## src/rtl/adder_pkg.sv

```systemverilog
// Shared types and helpers for the multi-cycle adder/subtractor.
package adder_pkg;

  typedef enum logic [1:0] {IDLE, BUSY, DONE} adder_state_t;

  // Chunk-index register width; never narrower than one bit.
  function automatic int idx_width(input int nchunk);
    return (nchunk > 1) ? $clog2(nchunk) : 1;
  endfunction

endpackage

```

## src/rtl/chunk_adder.sv

```systemverilog
// Combinational CHUNK-bit ripple of full adders; also exposes the carry into the top bit.
module chunk_adder #(
  parameter int CHUNK = 2
) (
  input  logic [CHUNK-1:0] a_i,
  input  logic [CHUNK-1:0] b_i,
  input  logic             cin_i,
  output logic [CHUNK-1:0] sum_o,
  output logic             cout_o,
  output logic             cmsb_o
);

  logic [CHUNK:0] c;

  always_comb begin
    c     = '0;
    sum_o = '0;
    c[0]  = cin_i;
    for (int i = 0; i < CHUNK; i++) begin
      sum_o[i] = a_i[i] ^ b_i[i] ^ c[i];
      c[i+1]   = (a_i[i] & b_i[i]) | (c[i] & (a_i[i] ^ b_i[i]));
    end
  end

  assign cout_o = c[CHUNK];
  assign cmsb_o = c[CHUNK-1];

endmodule

```

## src/rtl/multicycle_adder.sv

```systemverilog
// WIDTH-bit add/subtract computed CHUNK bits per clock through a registered carry,
// with valid/ready handshakes on both sides.
module multicycle_adder
  import adder_pkg::*;
#(
  parameter int WIDTH = 8,
  parameter int CHUNK = 2
) (
  input  logic             clk_i,
  input  logic             rst_ni,
  input  logic             in_valid_i,
  output logic             in_ready_o,
  input  logic [WIDTH-1:0] a_i,
  input  logic [WIDTH-1:0] b_i,
  input  logic             cin_i,
  input  logic             sub_i,
  output logic             out_valid_o,
  input  logic             out_ready_i,
  output logic [WIDTH-1:0] sum_o,
  output logic             carry_o,
  output logic             ovf_o
);

  localparam int NCHUNK = WIDTH / CHUNK;
  localparam int IW     = idx_width(NCHUNK);
  localparam logic [IW-1:0] LAST_IDX = IW'(NCHUNK - 1);

  adder_state_t   state_q, state_d;
  logic [WIDTH-1:0] a_q, a_d;
  logic [WIDTH-1:0] b_q, b_d;
  logic [WIDTH-1:0] sum_q, sum_d;
  logic [IW-1:0]  idx_q, idx_d;
  logic           carry_q, carry_d;
  logic           cout_q, cout_d;
  logic           ovf_q, ovf_d;

  logic [CHUNK-1:0] chunk_a, chunk_b, chunk_sum;
  logic             chunk_cout, chunk_cmsb;

  assign chunk_a = a_q[idx_q*CHUNK +: CHUNK];
  assign chunk_b = b_q[idx_q*CHUNK +: CHUNK];

  chunk_adder #(.CHUNK(CHUNK)) u_chunk_adder (
    .a_i    (chunk_a),
    .b_i    (chunk_b),
    .cin_i  (carry_q),
    .sum_o  (chunk_sum),
    .cout_o (chunk_cout),
    .cmsb_o (chunk_cmsb)
  );

  always_comb begin
    state_d = state_q;
    a_d     = a_q;
    b_d     = b_q;
    sum_d   = sum_q;
    idx_d   = idx_q;
    carry_d = carry_q;
    cout_d  = cout_q;
    ovf_d   = ovf_q;
    unique case (state_q)
      IDLE: begin
        if (in_valid_i) begin
          // Subtract is A + ~B + 1, so cin_i is overridden.
          a_d     = a_i;
          b_d     = sub_i ? ~b_i : b_i;
          carry_d = sub_i ? 1'b1 : cin_i;
          idx_d   = '0;
          state_d = BUSY;
        end
      end
      BUSY: begin
        sum_d[idx_q*CHUNK +: CHUNK] = chunk_sum;
        carry_d = chunk_cout;
        idx_d   = idx_q + IW'(1);
        if (idx_q == LAST_IDX) begin
          cout_d  = chunk_cout;
          ovf_d   = chunk_cmsb ^ chunk_cout;
          idx_d   = '0;
          state_d = DONE;
        end
      end
      DONE: begin
        if (out_ready_i) state_d = IDLE;
      end
      default: state_d = IDLE;
    endcase
  end

  always_ff @(posedge clk_i or negedge rst_ni) begin
    if (!rst_ni) begin
      state_q <= IDLE;
      a_q     <= '0;
      b_q     <= '0;
      sum_q   <= '0;
      idx_q   <= '0;
      carry_q <= 1'b0;
      cout_q  <= 1'b0;
      ovf_q   <= 1'b0;
    end else begin
      state_q <= state_d;
      a_q     <= a_d;
      b_q     <= b_d;
      sum_q   <= sum_d;
      idx_q   <= idx_d;
      carry_q <= carry_d;
      cout_q  <= cout_d;
      ovf_q   <= ovf_d;
    end
  end

  assign in_ready_o  = (state_q == IDLE);
  assign out_valid_o = (state_q == DONE);
  assign sum_o       = sum_q;
  assign carry_o     = cout_q;
  assign ovf_o       = ovf_q;

endmodule

```

## config.mk

```make
export PLATFORM = sky130hd
export DESIGN_NAME = multicycle_adder
export DESIGN_NICKNAME = d
export VERILOG_FILES = /design/src/rtl/adder_pkg.sv /design/src/rtl/chunk_adder.sv /design/src/rtl/multicycle_adder.sv
export SDC_FILE = /design/constraint.sdc
export NUM_CORES = 1
export LEC_CHECK = 0
export CAP_MARGIN = 20
export CORE_AREA = 10 10 61 63
export DETAILED_ROUTE_END_ITERATION = 8
export DIE_AREA = 0 0 71 73
export DONT_BUFFER_PORTS = 1
export GPL_ROUTABILITY_DRIVEN = 0
export GPL_TIMING_DRIVEN = 0
export HOLD_SLACK_MARGIN = 0.08
export PLACE_DENSITY = 0.92
export SLEW_MARGIN = 20
export SYNTH_ARGS = -nofsm -noshare
export SYNTH_HDL_FRONTEND = slang
export SYNTH_SLANG_ARGS = --single-unit
```

## constraint.sdc

```tcl
create_clock -name clk_i -period 5.16 [get_ports clk_i]
set_input_delay 1.29 -clock clk_i [delete_from_list [all_inputs] [get_ports clk_i]]
set_output_delay 1.29 -clock clk_i [all_outputs]
set_load 0.005 [all_outputs]
```

## After elaboration in Yosys (flattened, before gate mapping)

Index checks and enable logic that the tools add are counted.

- Bits in registers: 31
- Memories kept: 0
- ROM bits: 0
- Memory bits (writable): 0
- Latch bits: 0
- Input bits: 22
- Logic and storage cells: 50
- Output and inout port bits: 12

- Shift-type cells: 4
- Multiply operators: 0
- Add/subtract/negate cells: 2
- Order comparisons: 0
- Equality and inequality tests: 6
- Div/mod/pow operators: 0
- Reductions and logical operators: 6
- Mux-type cells: 12
- Bitwise logic cells: 12

Operators with widths:

| cell | number |
|---|---|
| $neg A3 Y34 | 1 |
| $shift A2 B34 Y8 const A | 1 |
| $shiftx A2 B34 Y8 | 1 |
| $shiftx A8 B4 Y2 | 2 |
| $mux W2 | 5 |
| $bwmux W8 | 1 |
| $mux W8 | 1 |
| $not A8 Y8 | 1 |
| $pmux W2 S3 | 1 |
| $reduce_and A2 Y1 | 3 |
| $xor A1 B1 Y1 | 5 |
| $and A1 B1 Y1 | 4 |
| $eq A2 B2 Y1 const B | 2 |
| $ne A2 B2 Y1 const B | 2 |
| $pmux W2 S2 | 1 |
| $reduce_and A3 Y1 | 1 |
| $add A2 B1 Y2 const B | 1 |
| $eq A2 B1 Y1 const B | 1 |
| $logic_not A2 Y1 | 1 |
| $mux W1 | 2 |
| $ne A2 B1 Y1 const B | 1 |
| $or A1 B1 Y1 | 2 |
| $pmux W1 S2 | 1 |
| $reduce_bool A2 Y1 | 1 |

## Depth between registers and ports, before layout

- Depth in word-level cells: 7
- Depth in mapped cells: 6
- Depth with buffers taken out: 5

## Hierarchy

Synthesis repeated with hierarchy kept, for this count alone.

- Cell total of the unflattened synthesis: 139
- Area, all modules: 1541.5 um^2

Modules (own cells, without submodules):

| module | instances | area an instance (um^2) | seq. area each (um^2) | cells each |
|---|---|---|---|---|
| multicycle_adder | 1 | 1501.4 | 775.7 | 137 |
| chunk_adder | 1 | 40.0 | 0.0 | 2 |

## Worst setup path after synthesis

No wires, ideal clock.

- Kind: reg2reg
- Start: register idx_q[0]
- End: register sum_q[3], in the netlist sum_o[3]
- Data required time: 5.035 ns
- Buffers on the path: 1
- Arrival time: 2.443 ns
- Library setup time: 0.125 ns
- Period minus slack after synthesis: 2.568 ns
- Slack: 2.592 ns
- Cell stages (with the launch flop): 7
- Cell sequence: dfrtp_1 > buf_2 > mux4_2 > fa_1 > fa_1 > and4b_1 > mux2_4

- Word-level cells in the longest chain between the ends: 7
- Elaborated cells between the ends (all ways): 13
- Classes of those cells: add/sub (1); shift (4); mux (1); bitwise (7)

RTL lines:

| element | line | RTL |
|---|---|---|
| start, declared | multicycle_adder.sv:32 | `logic [IW-1:0] idx_q, idx_d;` |
| start signal, assigned | multicycle_adder.sv:105 | `idx_q <= idx_d;` |
| $shiftx A8 B4 Y2 (on tied branches) | multicycle_adder.sv:40, multicycle_adder.sv:41 |  |
| $xor A1 B1 Y1 | chunk_adder.sv:20, chunk_adder.sv:21 |  |
| $and A1 B1 Y1 | chunk_adder.sv:21 | `c[i+1] = (a_i[i] & b_i[i]) \| (c[i] & (a_i[i] ^ b_i[i]));` |
| $or A1 B1 Y1 | chunk_adder.sv:21 |  |
| $xor A1 B1 Y1 | chunk_adder.sv:20 | `sum_o[i] = a_i[i] ^ b_i[i] ^ c[i];` |
| $shiftx A2 B34 Y8 | multicycle_adder.sv:73 | `sum_d[idx_q*CHUNK +: CHUNK] = chunk_sum;` |
| $bwmux W8 * | multicycle_adder.sv:73 |  |
| end signal, assigned | multicycle_adder.sv:104 | `sum_q <= sum_d;` |
| end, declared | multicycle_adder.sv:31 | `logic [WIDTH-1:0] sum_q, sum_d;` |

Every way passes the cells marked *; elsewhere a longest branch is shown, timed or not.
A chain may end at the register's enable or synchronous reset.

## Worst setup path after layout

- Start: register idx_q[0]
- End: register sum_q[1], in the netlist sum_o[1]

The elaborated chain is that of the path after synthesis.

==> metrics.md <==
| Metric | Value |
|---|---|
| Outcome | finished clean |
| CTS root buf | clkbuf_4 |
| Initial drt markers | 40 |
| Tmin final | 2.88 ns |
| Worst-margin pin slew | about 0.37 ns |
| Worst Setup End Kind | flop |
| Worst Path Required | 5.43 ns |
| Worst hold path depth | 1 |
| Post-synthesis sequential element count | 31 |
| Peak supply drop | 0.456 mV |
| CP max FO | 6 |
| Wire length per cell | 20.1 um |
| Top-Level Pins | 34 |
| Final #Nets | 153 |
| Detailed Route WL | 3090 um |
| Fill cells | ~200 |
| Mapped Area | 1670 sq um |
| TNS Setup | 0 ns |
| CTS Buffer Depth | 2 |
| Post-CTS setup buffers | 0 |
| CTS resizes | 0 |
| # diodes | 0 |
| FP Rows | 19 |
| H-tree Lvls | 2 |
| Post-DP HPWL | 2360 um |
| Hold Buf Count CTS | 0 |
| Max Fclk | 347 MHz |
| Tot Pwr | about 1200 uW |
| Number of vias per cell | slightly below 6 |
| Starting Density | 0.639 |
| P_leak | 0.000814 uW |
| Cells after synthesis | roughly 120 |
| Max-cap violation count | 0 |
| CP Data Arrival Time | 3.15 ns |
| Vias in the first global route | 1033 |
| First-pass GRT wire length | 5060 um |
| Total clock sinks | 31 |
| Slew HR | 0.752 |
| Vias | 913 |
| GRT Util Overall | 0.126 |
| PwrDens | 687 nW/um^2 |
| Hold crit path type | flop to flop |
| Met2 usage | 0.209 |
| CTS tree | yes |
| Clock-pin slew on the worst setup and hold paths | 0.09 ns |
| Share of layout cells above drive strength 1 | 0.390 |
| Post-route ant nets | 0 |
| Met3 usage | 0.0707 |
| Total nets after synthesis | 146 |
| Post-Route Skew | 0.00576 ns |
| Unique masters post-synth | 28 |
| Max-slew violation count | 0 |
| Pre-Repair DR Iteration Count | 5 |
| Reg-to-Reg End | sum_o[1] |
| Flop2flop setup slack | 2.28 ns |
| Final setup fails | 0 |
| Die X | 71 um |
| FF-to-FF Start | idx_q[0] |
| Final hold vios | 0 |
| P&R area growth vs syn | 5.69% |
| Largest net degree at the start of global routing | 32 |
| Overflow after GRT | 0 |
| RSZ-0062 raised after global routing | false |
| Die area | 5180 sq um |
| Crit path kind | flop to flop |
| Sequential fraction of the synthesis area | 0.464 |
| Die H | 73 um |
| Synth warn | 0 |
| Antenna violations before repair | 0 |
| Core ar. | 2620 sq um |
| Clock buffer count from CTS | 5 |
| Met1 Use GR | 0.125 |
| DRC Markers | 0 |
| Clock insertion delay at the later pin of the skew report | 0.33 ns |
| Port buffer count | 0 |
| Worst R2R Path Depth | 6 |
| CP startpoint kind | flop |
| Final instance area | 1770 sq um |
| Hold WS | 0.511 ns |
| Synthesized area per cell | 14.4 sq um |
| Final core occ | 0.676 |
| Crit path from | idx_q[0] |
| Grt peak-use layer | met2 |
| Critical Path End | sum_o[1] |
| Area after DPL | 1710 sq um |
| Crit share post-route | 0.559 |
[critical path, cell delays in order, from the launching register on]
cell	delay [ns]
dfrtp_1	0.43
buf_2	0.27
mux4_2	0.57
fa_1	0.48
fa_1	0.59
nor4bb_1	0.30
mux2_2	0.20
[how the worst min path moves through the flow]
| stage | from | to | slack, ns |
|---|---|---|---|
| floorplan | b_q[4] | b_q[4] | 0.48 |
| global placement | a_q[4] | a_q[4] | 0.48 |
| detailed placement | b_q[2] | b_q[2] | 0.50 |
| CTS | b_q[2] | b_q[2] | 0.52 |
| global route | a_q[7] | a_q[7] | 0.53 |
| finish | b_q[2] | b_q[2] | 0.51 |
[state kept, by name, indices dropped and copies added (netlist names)]
signal and count:
a_q 8, b_q 8, carry_o 1, carry_q 1, idx_q 2, ovf_o 1, state_q 2, sum_o 8
[metal layers]
metal / up-vias / wire (um) / share of wire
met1: 443 / 1170 / 0.38
met4: 0 / 54 / 0.017
met5: - / 0 / 0
li1: 431 / - / -
met2: 30 / 1550 / 0.50
met3: 9 / 312 / 0.10
[kinds of logic after synthesis]
kind of cell / after synthesis / synth area share
mux: 30 / 0.234
simple gates: 21 / 0.111
buf+inv: 11 / 0.0486
flops: 31 / 0.464
fa+ha+maj: 8 / 0.0689
xor+xnor: 9 / 0.0472
compound gates: 6 / 0.0269
[cells in the final DEF (no fill, tap or decap)]
cell,count
buf_6,3
mux2_4,2
nor4bb_1,6
and3b_2,2
and4b_1,2
dfrtp_1,31
clkbuf_4,5
nor2_1,1
nor3b_2,1
nand3b_1,2
buf_4,1
mux2_2,24
mux4_2,4
inv_1,4
a21o_1,2
a221o_1,1
o31ai_1,1
buf_2,2
buf_8,1
or2_2,1
nor4b_1,1
o21ai_0,1
fa_1,2
nand2b_1,1
o21bai_1,1
and3b_1,3
clkinv_2,1
xor2_1,9
clkbuf_8,1
ha_1,6
nor2b_1,1
[final cells by class]
type	instances	area [sq um]	share of cell area
plain buffers	7	66.3	0.0375
clock inverters	1	5.00	0.00283
multi-input cells	74	815	0.461
flip-flops and latches	31	776	0.439
inverters	4	15.0	0.00850
well taps	31	38.8	0.0220
clock buffers	6	51.3	0.0290
[Yosys cell counts, drive strengths merged]
cell type / n / area [sq um]
xor2: 9 / 78.8
inv: 4 / 15.0
ha: 6 / 75.1
nand3b: 2 / 15.0
nor2: 1 / 3.75
o31ai: 1 / 7.51
buf: 7 / 66.3
nor2b: 1 / 6.26
fa: 2 / 40.0
and3b: 5 / 46.3
nor4bb: 6 / 60.1
mux2: 26 / 300
or2: 1 / 6.26
o21ai: 1 / 5.00
a21o: 2 / 15.0
nor4b: 1 / 8.76
mux4: 4 / 90.1
nor3b: 1 / 12.5
dfrtp: 31 / 776
o21bai: 1 / 7.51
a221o: 1 / 10.0
and4b: 2 / 20.0
nand2b: 1 / 6.26
[power by group]
group / switching [uW] / internal (uW)
logic: 263 / 364
registers: 85.4 / 360
clock network: 78.7 / 63.0
total: 427 / 786
[stage by stage]
step | worst slack, ns | instances
detailed placement | 2.30 | 147
floorplan | 2.59 | 116
global route | 2.09 | 154
global placement | 2.37 | 147
finish | 2.28 | 154
CTS | 2.26 | 154
No activity file was read; power rests on OpenSTA's default activity.
